--- src/rtl/sobel_window_gen.sv ---
// Streaming 3x3 Sobel window generator: buffers two image rows and emits the
// six non-centre-row neighbours of every interior pixel in raster order.
module sobel_window_gen #(
    parameter int SRC_ROWS = 3,
    parameter int SRC_COLS = 4,
    parameter int PIX_W    = 8
) (
    input  logic             clk,
    input  logic             reset,
    input  logic [PIX_W-1:0] in_pixel,
    input  logic             in_valid,
    output logic             in_ready,
    output logic [PIX_W-1:0] z1,
    output logic [PIX_W-1:0] z2,
    output logic [PIX_W-1:0] z3,
    output logic [PIX_W-1:0] z4,
    output logic [PIX_W-1:0] z5,
    output logic [PIX_W-1:0] z6,
    output logic             out_valid,
    input  logic             out_ready,
    output logic             out_last,
    output logic             frame_done
);

    localparam int ROW_W = $clog2(SRC_ROWS);
    localparam int COL_W = $clog2(SRC_COLS);
    localparam logic [ROW_W-1:0] ROW_LAST = ROW_W'(SRC_ROWS - 1);
    localparam logic [COL_W-1:0] COL_LAST = COL_W'(SRC_COLS - 1);
    localparam logic [ROW_W-1:0] ROW_TWO  = ROW_W'(2);
    localparam logic [COL_W-1:0] COL_TWO  = COL_W'(2);

    logic [ROW_W-1:0] row_p0;
    logic [COL_W-1:0] col_p0;
    logic [PIX_W-1:0] top_buf [SRC_COLS];
    logic [PIX_W-1:0] mid_buf [SRC_COLS];
    logic [PIX_W-1:0] top_rd_p0;
    logic             acc_p0;
    logic             emit_p0;
    logic             last_pos_p0;

    logic [PIX_W-1:0] a_sh_p1 [3];
    logic [PIX_W-1:0] b_sh_p1 [3];
    logic             vld_p1;
    logic             last_p1;
    logic             done_p2;

    // Stage p0: pixel accept, position decode, line-buffer read
    assign in_ready    = !vld_p1 || out_ready;
    assign acc_p0      = in_valid && in_ready;
    assign top_rd_p0   = top_buf[col_p0];
    assign emit_p0     = (row_p0 >= ROW_TWO) && (col_p0 >= COL_TWO);
    assign last_pos_p0 = (row_p0 == ROW_LAST) && (col_p0 == COL_LAST);

    always_ff @(posedge clk) begin
        if (reset && acc_p0) begin
            top_buf[col_p0] <= mid_buf[col_p0];
            mid_buf[col_p0] <= in_pixel;
        end
    end

    // Stage p1: the shift registers double as the output window register;
    // they only move on an accept, so they hold steady under backpressure.
    always_ff @(posedge clk) begin
        if (!reset) begin
            row_p0     <= '0;
            col_p0     <= '0;
            vld_p1     <= 1'b0;
            last_p1    <= 1'b0;
            done_p2    <= 1'b0;
            a_sh_p1[0] <= '0;
            a_sh_p1[1] <= '0;
            a_sh_p1[2] <= '0;
            b_sh_p1[0] <= '0;
            b_sh_p1[1] <= '0;
            b_sh_p1[2] <= '0;
        end else begin
            done_p2 <= vld_p1 && out_ready && last_p1;
            if (acc_p0) begin
                if (col_p0 == COL_LAST) begin
                    col_p0 <= '0;
                    row_p0 <= (row_p0 == ROW_LAST) ? '0 : row_p0 + 1'b1;
                end else begin
                    col_p0 <= col_p0 + 1'b1;
                end
                a_sh_p1[0] <= top_rd_p0;
                a_sh_p1[1] <= a_sh_p1[0];
                a_sh_p1[2] <= a_sh_p1[1];
                b_sh_p1[0] <= in_pixel;
                b_sh_p1[1] <= b_sh_p1[0];
                b_sh_p1[2] <= b_sh_p1[1];
                vld_p1     <= emit_p0;
                last_p1    <= emit_p0 && last_pos_p0;
            end else if (out_ready) begin
                vld_p1  <= 1'b0;
                last_p1 <= 1'b0;
            end
        end
    end

    // Stage p2: frame completion pulse
    assign z1         = a_sh_p1[2];
    assign z2         = a_sh_p1[1];
    assign z3         = a_sh_p1[0];
    assign z4         = b_sh_p1[2];
    assign z5         = b_sh_p1[1];
    assign z6         = b_sh_p1[0];
    assign out_valid  = vld_p1;
    assign out_last   = last_p1;
    assign frame_done = done_p2;

endmodule

--- config.mk ---
export PLATFORM = sky130hd
export DESIGN_NAME = sobel_window_gen
export DESIGN_NICKNAME = d
export VERILOG_FILES = /design/src/rtl/sobel_window_gen.sv
export SDC_FILE = /design/constraint.sdc
export NUM_CORES = 1
export LEC_CHECK = 0
export ABC_CLOCK_PERIOD_IN_PS = 4750
export CAP_MARGIN = 20
export CELL_PAD_IN_SITES_DETAIL_PLACEMENT = 2
export CELL_PAD_IN_SITES_GLOBAL_PLACEMENT = 2
export CORE_ASPECT_RATIO = 1.5
export CORE_MARGIN = 3
export CORE_UTILIZATION = 40
export DETAILED_ROUTE_END_ITERATION = 6
export PLACE_DENSITY = 0.76
export SLEW_MARGIN = 10
export SYNTH_ARGS = -nofsm -noshare
export SYNTH_HDL_FRONTEND = slang
export SYNTH_SLANG_ARGS = --single-unit
--- constraint.sdc ---
create_clock -name clk -period 4.75 [get_ports clk]
set_clock_uncertainty 0.05 [all_clocks]
set_input_delay 0.7125 -clock clk [delete_from_list [all_inputs] [get_ports clk]]
set_output_delay 0.7125 -clock clk [all_outputs]
set_load 0.005 [all_outputs]
==> results of run 1 <==
-- layout make-up --
cell class / instances / area, um^2
clock buffers: 19 / 433
fillers: 960 / 5240
flip-flops and latches: 121 / 3540
multi-input cells: 95 / 941
repair buffers: 65 / 646
inverters: 5 / 18.8
well taps: 147 / 184
clock inverters: 13 / 106
-- flip-flops by register name, indices dropped and copies added, names as in the netlist, named ones only --
name,flops
out_last,1
row_p0,2
a_sh_p1,24
b_sh_p1,24
top_buf,32
mid_buf,32
frame_done,1
out_valid,1
col_p0,2
-- kinds of logic after synthesis --
family                     Yosys count  share of synthesized area
AOI/OAI and AO/OA                    8                     0.0112
adders and majority gates            4                     0.0110
buffers and inverters               16                     0.0200
DFF                                121                      0.776
muxes                               18                     0.0948
and+or+nand+nor                     65                     0.0874
-- metal layers --
metal / share of wire / routed length (um) / vias to the layer above
met5: 0 / 0 / -
met4: 0.014 / 129 / 0
met3: 0.043 / 393 / 9
met2: 0.53 / 4920 / 67
met1: 0.41 / 3790 / 1166
li1: - / - / 1046
-- cell usage after synthesis --
library cell / number
sky130_fd_sc_hd__and3_1: 1
sky130_fd_sc_hd__mux4_2: 2
sky130_fd_sc_hd__edfxtp_1: 112
sky130_fd_sc_hd__nand3_1: 2
sky130_fd_sc_hd__a211o_1: 1
sky130_fd_sc_hd__nand4_1: 1
sky130_fd_sc_hd__nand2b_1: 1
sky130_fd_sc_hd__nand2_1: 4
sky130_fd_sc_hd__buf_6: 1
sky130_fd_sc_hd__a21o_1: 2
sky130_fd_sc_hd__clkbuf_2: 1
sky130_fd_sc_hd__and4_1: 1
sky130_fd_sc_hd__clkbuf_1: 5
sky130_fd_sc_hd__mux2i_1: 2
sky130_fd_sc_hd__or3_1: 1
sky130_fd_sc_hd__dfxtp_1: 9
sky130_fd_sc_hd__a21oi_1: 4
sky130_fd_sc_hd__buf_2: 2
sky130_fd_sc_hd__o211ai_1: 1
sky130_fd_sc_hd__buf_12: 1
sky130_fd_sc_hd__mux4_1: 14
sky130_fd_sc_hd__or4b_1: 1
sky130_fd_sc_hd__ha_1: 4
sky130_fd_sc_hd__inv_1: 5
sky130_fd_sc_hd__and2_1: 51
sky130_fd_sc_hd__nor2_1: 1
sky130_fd_sc_hd__buf_4: 1
sky130_fd_sc_hd__nand3b_1: 1
-- where the power goes --
part / leakage, nW / internal (mW) / switching [mW]
clock: 0.247 / 0.711 / 0.440
sequential: 1.18 / 1.22 / 0.0267
combinational: 0.633 / 0.0854 / 0.0629
-- critical path: cells and delay by family --
kind	cells	cell delay [ps]
buffers and inverters	1	490
and+or+nand+nor	3	1710
-- worst max-delay path by stage --
stage,start,to,cells past startpoint
global route,out_ready,mid_buf[2][1]$_DFFE_PP_,4
floorplan,out_ready,a_sh_p1[0][0]$_SDFFCE_PN0P_,4
finish,out_ready,top_buf[2][6]$_DFFE_PP_,4
global placement,out_ready,mid_buf[2][6]$_DFFE_PP_,4
CTS,out_ready,mid_buf[2][1]$_DFFE_PP_,4
detailed placement,out_ready,mid_buf[2][6]$_DFFE_PP_,4
-- stage by stage --
step	area [um^2]	utilization	cells
2_1_floorplan	4570	-	232
3_3_place_gp	5330	0.479	433
3_5_place_dp	5330	0.479	433
4_1_cts	5870	0.528	465
5_1_grt	5870	0.528	465
6_report	5870	0.528	465
==> flow_summary.ini, run 1 <==
[run_status]
outcome = finished, final reports clean

[die]
std_cell_rows = 47
core_um2 = 11100
dieHeight_um = 137
io_pins = 64
die_area_um2 = 12800
die_width_um = 93.3
initial_core_util = 0.411

[clock_network]
cts_resized = 0
post_cts_buffers = 0
h_tree_level_count = 4
numCtsBuffers = 17
cts-root-buf = sky130_fd_sc_hd__clkbuf_16
cts.reportedPaths.clkPinSlew_ps = 50
clk_latency_ps = 400
cts-root-to-sink-buffers = 2
cts_tree = yes
numClockSinks = 121
postCtsHoldBufs = 0

[worst_setup_path]
critical_path.startpoint_type = input port
worst-endpoint-required_ps = 4720
crit_type = input port to register
worstReg2RegEnd = top_buf[2][6]$_DFFE_PP_
critical_path.cell_chain = clkdlybuf4s50_1 -> nand2b_1 -> and3_1 -> and2_1
cp_data_arrival_time_ps = 2920
ff2ff_setup_slack_ps = 2330
crit_fanout = 17
rr_startpoint = out_valid$_SDFFE_PN0P_
cell_count_of_the_worst_reg_to_reg_path = 3
worst_path_largest_cell_delay_ps = 800
worst_path_max_delay_cell = sky130_fd_sc_hd__and2_1
timing.critical_path.to_type = register

[hold_path]
worst_hold_path_type = register to register
holdPathStages = 2
worstHoldStart = row_p0[1]$_SDFFE_PN0P_
whs_endpoint = row_p0[1]$_SDFFE_PN0P_

[yosys]
postSynthCellCount = 232
yosys_warnings = 0
synth-seq-cells = 121
synth_top_area_frac = 0.736
synth_top_cells_by_area = sky130_fd_sc_hd__edfxtp_1, sky130_fd_sc_hd__mux4_1, sky130_fd_sc_hd__and2_1
synth_area_um2 = 4570
sequential_area_share_after_synthesis = 0.776
post_synth.cell_area_avg_um2 = 19.7
synth_cell_type_count = 28
post-synth-top-area-cell = sky130_fd_sc_hd__edfxtp_1
synth_nets = 248

[timing]
setup_viol = 0
final-max-slew-violation-count = 0
achievable_freq_mhz = 339
rsz0062_at_grt = no
tightest_slew_ps = 988
max_slew_margin = 0.340
hold_viol = 0
fin_crit_period_ps = 2950
whs_ps = 449
final.setup.tns_ps = 0
timing.final.crit_share = 0.622
final_critical_path_setup_slack_ps = 1800

[routing]
initialDrtViolationCount = 107
finalWirelength_um = 9230
drt_drc_violations_left = 0
via_count = 2288
routed_wire_length_per_instance_um = 19.8
detailedRoute.firstPassIterationCount = 4
postRouteAntennaNets = 0
vias_per_cell = 4.92

[power]
power.leakage_nw = 2.06
power.total_mw = 2.55
peakVddDrop_v = 0.000272
power_density_nw_per_um2 = 433

[global_route]
globalRoute.busiestLayer = met2
grt_first_pass_wirelength_um = 14600
first_global_vias = 2531
met1_usage = 0.190
grtUsageMet3 = 0.0385
global_route.usage.total = 0.157
grt_antenna_before_repair = 0
grt_max_degree = 49
grt_met2_usage = 0.262
grt_remaining_overflow = 0

[cells_and_area]
final_cell_mix = sky130_fd_sc_hd__edfxtp_1, sky130_fd_sc_hd__clkdlybuf4s50_1, sky130_fd_sc_hd__and2_1, sky130_fd_sc_hd__clkbuf_16, sky130_fd_sc_hd__mux4_1
insertedDiodeCount = 0
synthToLayoutAreaGrowth_pct = 28.5
post_route_cells_drive_above_1_share = 0.101
nNetsFinal = 321
mostFrequentLayoutCell = sky130_fd_sc_hd__edfxtp_1

[place]
port_buffers = 63
routability_congestion = 0.730
placement.setup.worst_slack_ps = 1330
hpwlAfterDp_um = 6040

[job]
drv_cap = 0
(Power assumes the default switching activity.)
==> run 2, diff against run 1 <==
Settings changed: ABC_CLOCK_PERIOD_IN_PS 4750 to 2530, CORE_UTILIZATION 40 to 37, PLACE_DENSITY 0.76 to 0.74.
Clock period 4.75 ns to 2.53 ns, I/O delays scaled along.
==> flow_summary.ini, run 2 (synthesized netlist as in run 1, its figures left out) <==
[run_status]
outcome = finished, final reports clean

[clock_network]
cts.reportedPaths.clkPinSlew_ps = 50
postCtsHoldBufs = 0
post_cts_buffers = 0
numClockSinks = 121
h_tree_level_count = 4
cts_resized = 0
cts-root-buf = sky130_fd_sc_hd__clkbuf_16
numCtsBuffers = 17
cts_tree = yes
cts-root-to-sink-buffers = 2
clk_latency_ps = 410

[routing]
vias_per_cell = 4.78
drt_drc_violations_left = 0
via_count = 2275
detailedRoute.firstPassIterationCount = 4
postRouteAntennaNets = 0
finalWirelength_um = 9170
initialDrtViolationCount = 88
routed_wire_length_per_instance_um = 19.3

[timing]
tightest_slew_ps = 752
setup_viol = 0
final-max-slew-violation-count = 0
max_slew_margin = 0.498
rsz0062_at_grt = no
fin_crit_period_ps = 2220
timing.final.crit_share = 0.876
whs_ps = 446
final.setup.tns_ps = 0
achievable_freq_mhz = 451
final_critical_path_setup_slack_ps = 313
hold_viol = 0

[place]
hpwlAfterDp_um = 5800
place_inst = 445
port_buffers = 63
routability_congestion = 0.690
placement.setup.worst_slack_ps = 181

[job]
drv_cap = 0

[worst_setup_path]
worst-endpoint-required_ps = 2100
worst_path_max_delay_cell = sky130_fd_sc_hd__clkdlybuf4s50_1
cp_data_arrival_time_ps = 1790
critPathBufInv = 2
worst_path_largest_cell_delay_ps = 580
critical_path.startpoint_type = input port
crit_fanout = 11
timing.critical_path.to_type = output port
crit_type = input port to output port
critPathTopFamily = buffers and inverters
cp_common_cell = sky130_fd_sc_hd__clkdlybuf4s50_1
critical_path.cell_chain = clkdlybuf4s50_1 -> nand2b_1 -> clkdlybuf4s50_1

[cells_and_area]
nNetsFinal = 327
final_core_util = 0.496
post_route_cells_drive_above_1_share = 0.111
cell_count_final_fillers_out = 476
top_regs = mid_buf: 32 flops, top_buf: 32 flops
synthToLayoutAreaGrowth_pct = 30.5
insertedDiodeCount = 0
mostFrequentLayoutCell = sky130_fd_sc_hd__edfxtp_1
final_cell_mix = sky130_fd_sc_hd__edfxtp_1, sky130_fd_sc_hd__clkdlybuf4s50_1, sky130_fd_sc_hd__and2_1, sky130_fd_sc_hd__clkbuf_16, sky130_fd_sc_hd__mux4_1
filler_cell_count = 1090

[power]
power.leakage_nw = 2.12
share_clk_of_total_power = 0.470
peakVddDrop_v = 0.000544
switchingPower_uw = 971
pwr-share-seq = 0.471
power_density_nw_per_um2 = 831
combinationalPowerShare = 0.060
sw_frac_of_total = 0.196
intPower_mw = 3.98

[die]
die_width_um = 96.7
initial_core_util = 0.380
core_um2 = 12000
std_cell_rows = 49
dieHeight_um = 142
die_area_um2 = 13700
io_pins = 64

[global_route]
first_global_vias = 2519
grt_remaining_overflow = 0
global_route.usage.total = 0.146
grt_max_degree = 49
grt_antenna_before_repair = 0
grt_first_pass_wirelength_um = 14800

[hold_path]
worst_hold_path_type = register to register
run 2: area by class of cell:
type / count / area (um^2) / area share
clock buffers: 21 / 440 / 0.0739
clock inverters: 10 / 128 / 0.0214
inverters: 5 / 18.8 / 0.00315
multi-input cells: 95 / 936 / 0.157
flip-flops and latches: 121 / 3540 / 0.594
well taps: 153 / 191 / 0.0321
repair buffers: 71 / 703 / 0.118
run 2: path summary, 6_finish.rpt:
path | startpoint | endpoint | slack (ps) | cells past startpoint
min | row_p0[1]$_SDFFE_PN0P_ | row_p0[1]$_SDFFE_PN0P_ | 450 | 2
max | out_ready | in_ready | 310 | 3
min reg2reg | row_p0[1]$_SDFFE_PN0P_ | row_p0[1]$_SDFFE_PN0P_ | 450 | 2
max reg2reg | out_valid$_SDFFE_PN0P_ | top_buf[2][4]$_DFFE_PP_ | 810 | 4
run 2: routing by layer:
layer	part of all wire	up-vias	track usage
li1	-	1059	-
met1	0.40	1142	0.158
met2	0.55	60	0.261
met3	0.037	14	0.0481
met4	0.018	0	0.0621
met5	0	-	0
run 2: worst register-to-register path, delay by kind of cell (launching register included):
family / cells / cell delay, ps
buf+inv: 1 / 270
flops: 1 / 320
simple gates: 3 / 740
run 2: metrics by stage:
| step | power, mW | area [um^2] |
|---|---|---|
| after CTS | 5.03 | 5960 |
| after global routing | 5.14 | 5960 |
| after floorplan | 2.48 | 4570 |
| final | 4.96 | 5960 |
| after detailed placement | 2.67 | 5390 |
| after global placement | 2.65 | 5390 |
run 2: power by group through the flow:
stage                     Clock [mW]  Sequential, mW  Combinational (mW)
after global placement             0            2.36               0.285
after floorplan                    0            2.36               0.124
after CTS                       2.39            2.33               0.305
final                           2.33            2.33               0.295
after detailed placement           0            2.37               0.301
after global routing            2.48            2.34               0.324
==> run 3, diff against run 2 <==
Settings changed: CORE_MARGIN 3 to unset.
==> flow_summary.ini, run 3 (synthesized netlist as in run 1, its figures left out) <==
[worst_setup_path]
worst_path_max_delay_cell = sky130_fd_sc_hd__clkdlybuf4s50_1
cp_data_arrival_time_ps = 1780
critical_path_depth = 3
worst_path_largest_cell_delay_ps = 570
critical_path.startpoint_type = input port
worstReg2RegEnd = a_sh_p1[0][2]$_SDFFCE_PN0P_
timing.critical_path.to_type = output port
worst-endpoint-required_ps = 2100
critPathBufInv = 2
ff2ff_setup_slack_ps = 800
cell_count_of_the_worst_reg_to_reg_path = 2
crit_fanout = 11
crit_type = input port to output port
setup.worst_path.end = in_ready
crit_path_start = out_ready
cp_common_cell = sky130_fd_sc_hd__clkdlybuf4s50_1
critPathTopFamily = buffers and inverters
critical_path.cell_chain = clkdlybuf4s50_1 -> nand2b_1 -> clkdlybuf4s50_1

[job]
drv_cap = 0

[routing]
detailedRoute.firstPassIterationCount = 4
postRouteAntennaNets = 0
routed_wire_length_per_instance_um = 20.2
initialDrtViolationCount = 103
drt_drc_violations_left = 0
vias_per_cell = 4.81
finalWirelength_um = 9620
via_count = 2293

[cells_and_area]
top_regs = mid_buf: 32 flops, top_buf: 32 flops
insertedDiodeCount = 0
nNetsFinal = 328
final_cell_mix = sky130_fd_sc_hd__edfxtp_1, sky130_fd_sc_hd__clkdlybuf4s50_1, sky130_fd_sc_hd__and2_1, sky130_fd_sc_hd__clkbuf_16, sky130_fd_sc_hd__mux4_1
post_route_cells_drive_above_1_share = 0.114
mostFrequentLayoutCell = sky130_fd_sc_hd__edfxtp_1
synthToLayoutAreaGrowth_pct = 30.9
final_core_util = 0.498

[hold_path]
worst_hold_path_type = register to register

[power]
switchingPower_uw = 980
pwr-share-seq = 0.471
share_clk_of_total_power = 0.469
intPower_mw = 3.98
sw_frac_of_total = 0.198
peakVddDrop_v = 0.000527
combinationalPowerShare = 0.060
power_density_nw_per_um2 = 829
power.leakage_nw = 2.13

[clock_network]
cts-root-to-sink-buffers = 2
numClockSinks = 121
postCtsHoldBufs = 0
numCtsBuffers = 17
cts_resized = 0
cts.reportedPaths.clkPinSlew_ps = 50
cts-root-buf = sky130_fd_sc_hd__clkbuf_16
cts_tree = yes
post_cts_buffers = 0
h_tree_level_count = 4
clk_latency_ps = 410

[die]
die_area_um2 = 12800
initial_core_util = 0.380
die_width_um = 92.7
dieHeight_um = 138
core_um2 = 12000
io_pins = 64
std_cell_rows = 49

[place]
hpwlAfterDp_um = 6130
routability_congestion = 0.703
port_buffers = 63

[global_route]
first_global_vias = 2713
grt_max_degree = 42
grt_antenna_before_repair = 0
grt_first_pass_wirelength_um = 15600
grt_remaining_overflow = 0
global_route.usage.total = 0.173

[timing]
timing.final.crit_share = 0.874
hold_viol = 0
final.setup.tns_ps = 0
rsz0062_at_grt = no
setup_viol = 0
fin_crit_period_ps = 2210
final-max-slew-violation-count = 0
achievable_freq_mhz = 452
tightest_slew_ps = 775
max_slew_margin = 0.483

[run_status]
outcome = finished, final reports clean
run 3: changes by cell type in the layout (fill, tap and decap cells not counted), sizes merged:
cell,delta
clkinv,+3
clkinvlp,-1
buf,+1
clkbuf,-2
run 3: how the worst min path moves through the flow:
stage	slack (ps)	depth (start not counted)	end	startpoint
after global routing	480	1	frame_done$_SDFF_PN0_	out_last$_SDFFE_PN0P_
after floorplan	410	2	row_p0[1]$_SDFFE_PN0P_	row_p0[1]$_SDFFE_PN0P_
final	460	2	row_p0[1]$_SDFFE_PN0P_	row_p0[1]$_SDFFE_PN0P_
after CTS	470	1	frame_done$_SDFF_PN0_	out_last$_SDFFE_PN0P_
after detailed placement	450	2	row_p0[1]$_SDFFE_PN0P_	row_p0[1]$_SDFFE_PN0P_
after global placement	430	2	row_p0[0]$_SDFFE_PN0P_	row_p0[0]$_SDFFE_PN0P_
run 3: area by class of cell:
type                            count  area (um^2)
Clock buffer                       19          433
Clock inverter                     12          133
Fill cell                        1105         6040
Inverter                            5         18.8
Multi-Input combinational cell     95          936
Sequential cell                   121         3540
Tap cell                          153          191
Timing Repair Buffer               72          723
run 3: metal layers:
metal  part of all wire  global-route usage  up-vias  wire length, um
li1                   -                   -     1058                -
met1               0.41               0.203     1147             3920
met2               0.54               0.288       67             5150
met3              0.034              0.0479       21              324
met4              0.024              0.0874        0              227
met5                  0                   0        -                0
run 3: power by group through the flow:
stage | clock (mW) | sequential [mW] | combinational [mW]
final | 2.32 | 2.34 | 0.298
after global routing | 2.46 | 2.34 | 0.328
after CTS | 2.39 | 2.34 | 0.308
after detailed placement | 0 | 2.38 | 0.301
after global placement | 0 | 2.36 | 0.282
after floorplan | 0 | 2.36 | 0.124
run 3: worst reg2reg max path, cell delays in order, from the launching register on:
cell,delay [ps]
sky130_fd_sc_hd__dfxtp_1,820
sky130_fd_sc_hd__mux4_1,420
sky130_fd_sc_hd__and2_1,180
run 3: metrics by stage:
stage	setup WS, ps	hold WS, ps	power, mW	cells	instance area [um^2]
CTS	309	467	5.03	477	5980
global route	235	484	5.13	477	5980
global placement	288	427	2.65	446	5410
finish	318	463	4.96	477	5980
floorplan	366	405	2.48	232	4570
detailed placement	165	446	2.68	446	5410
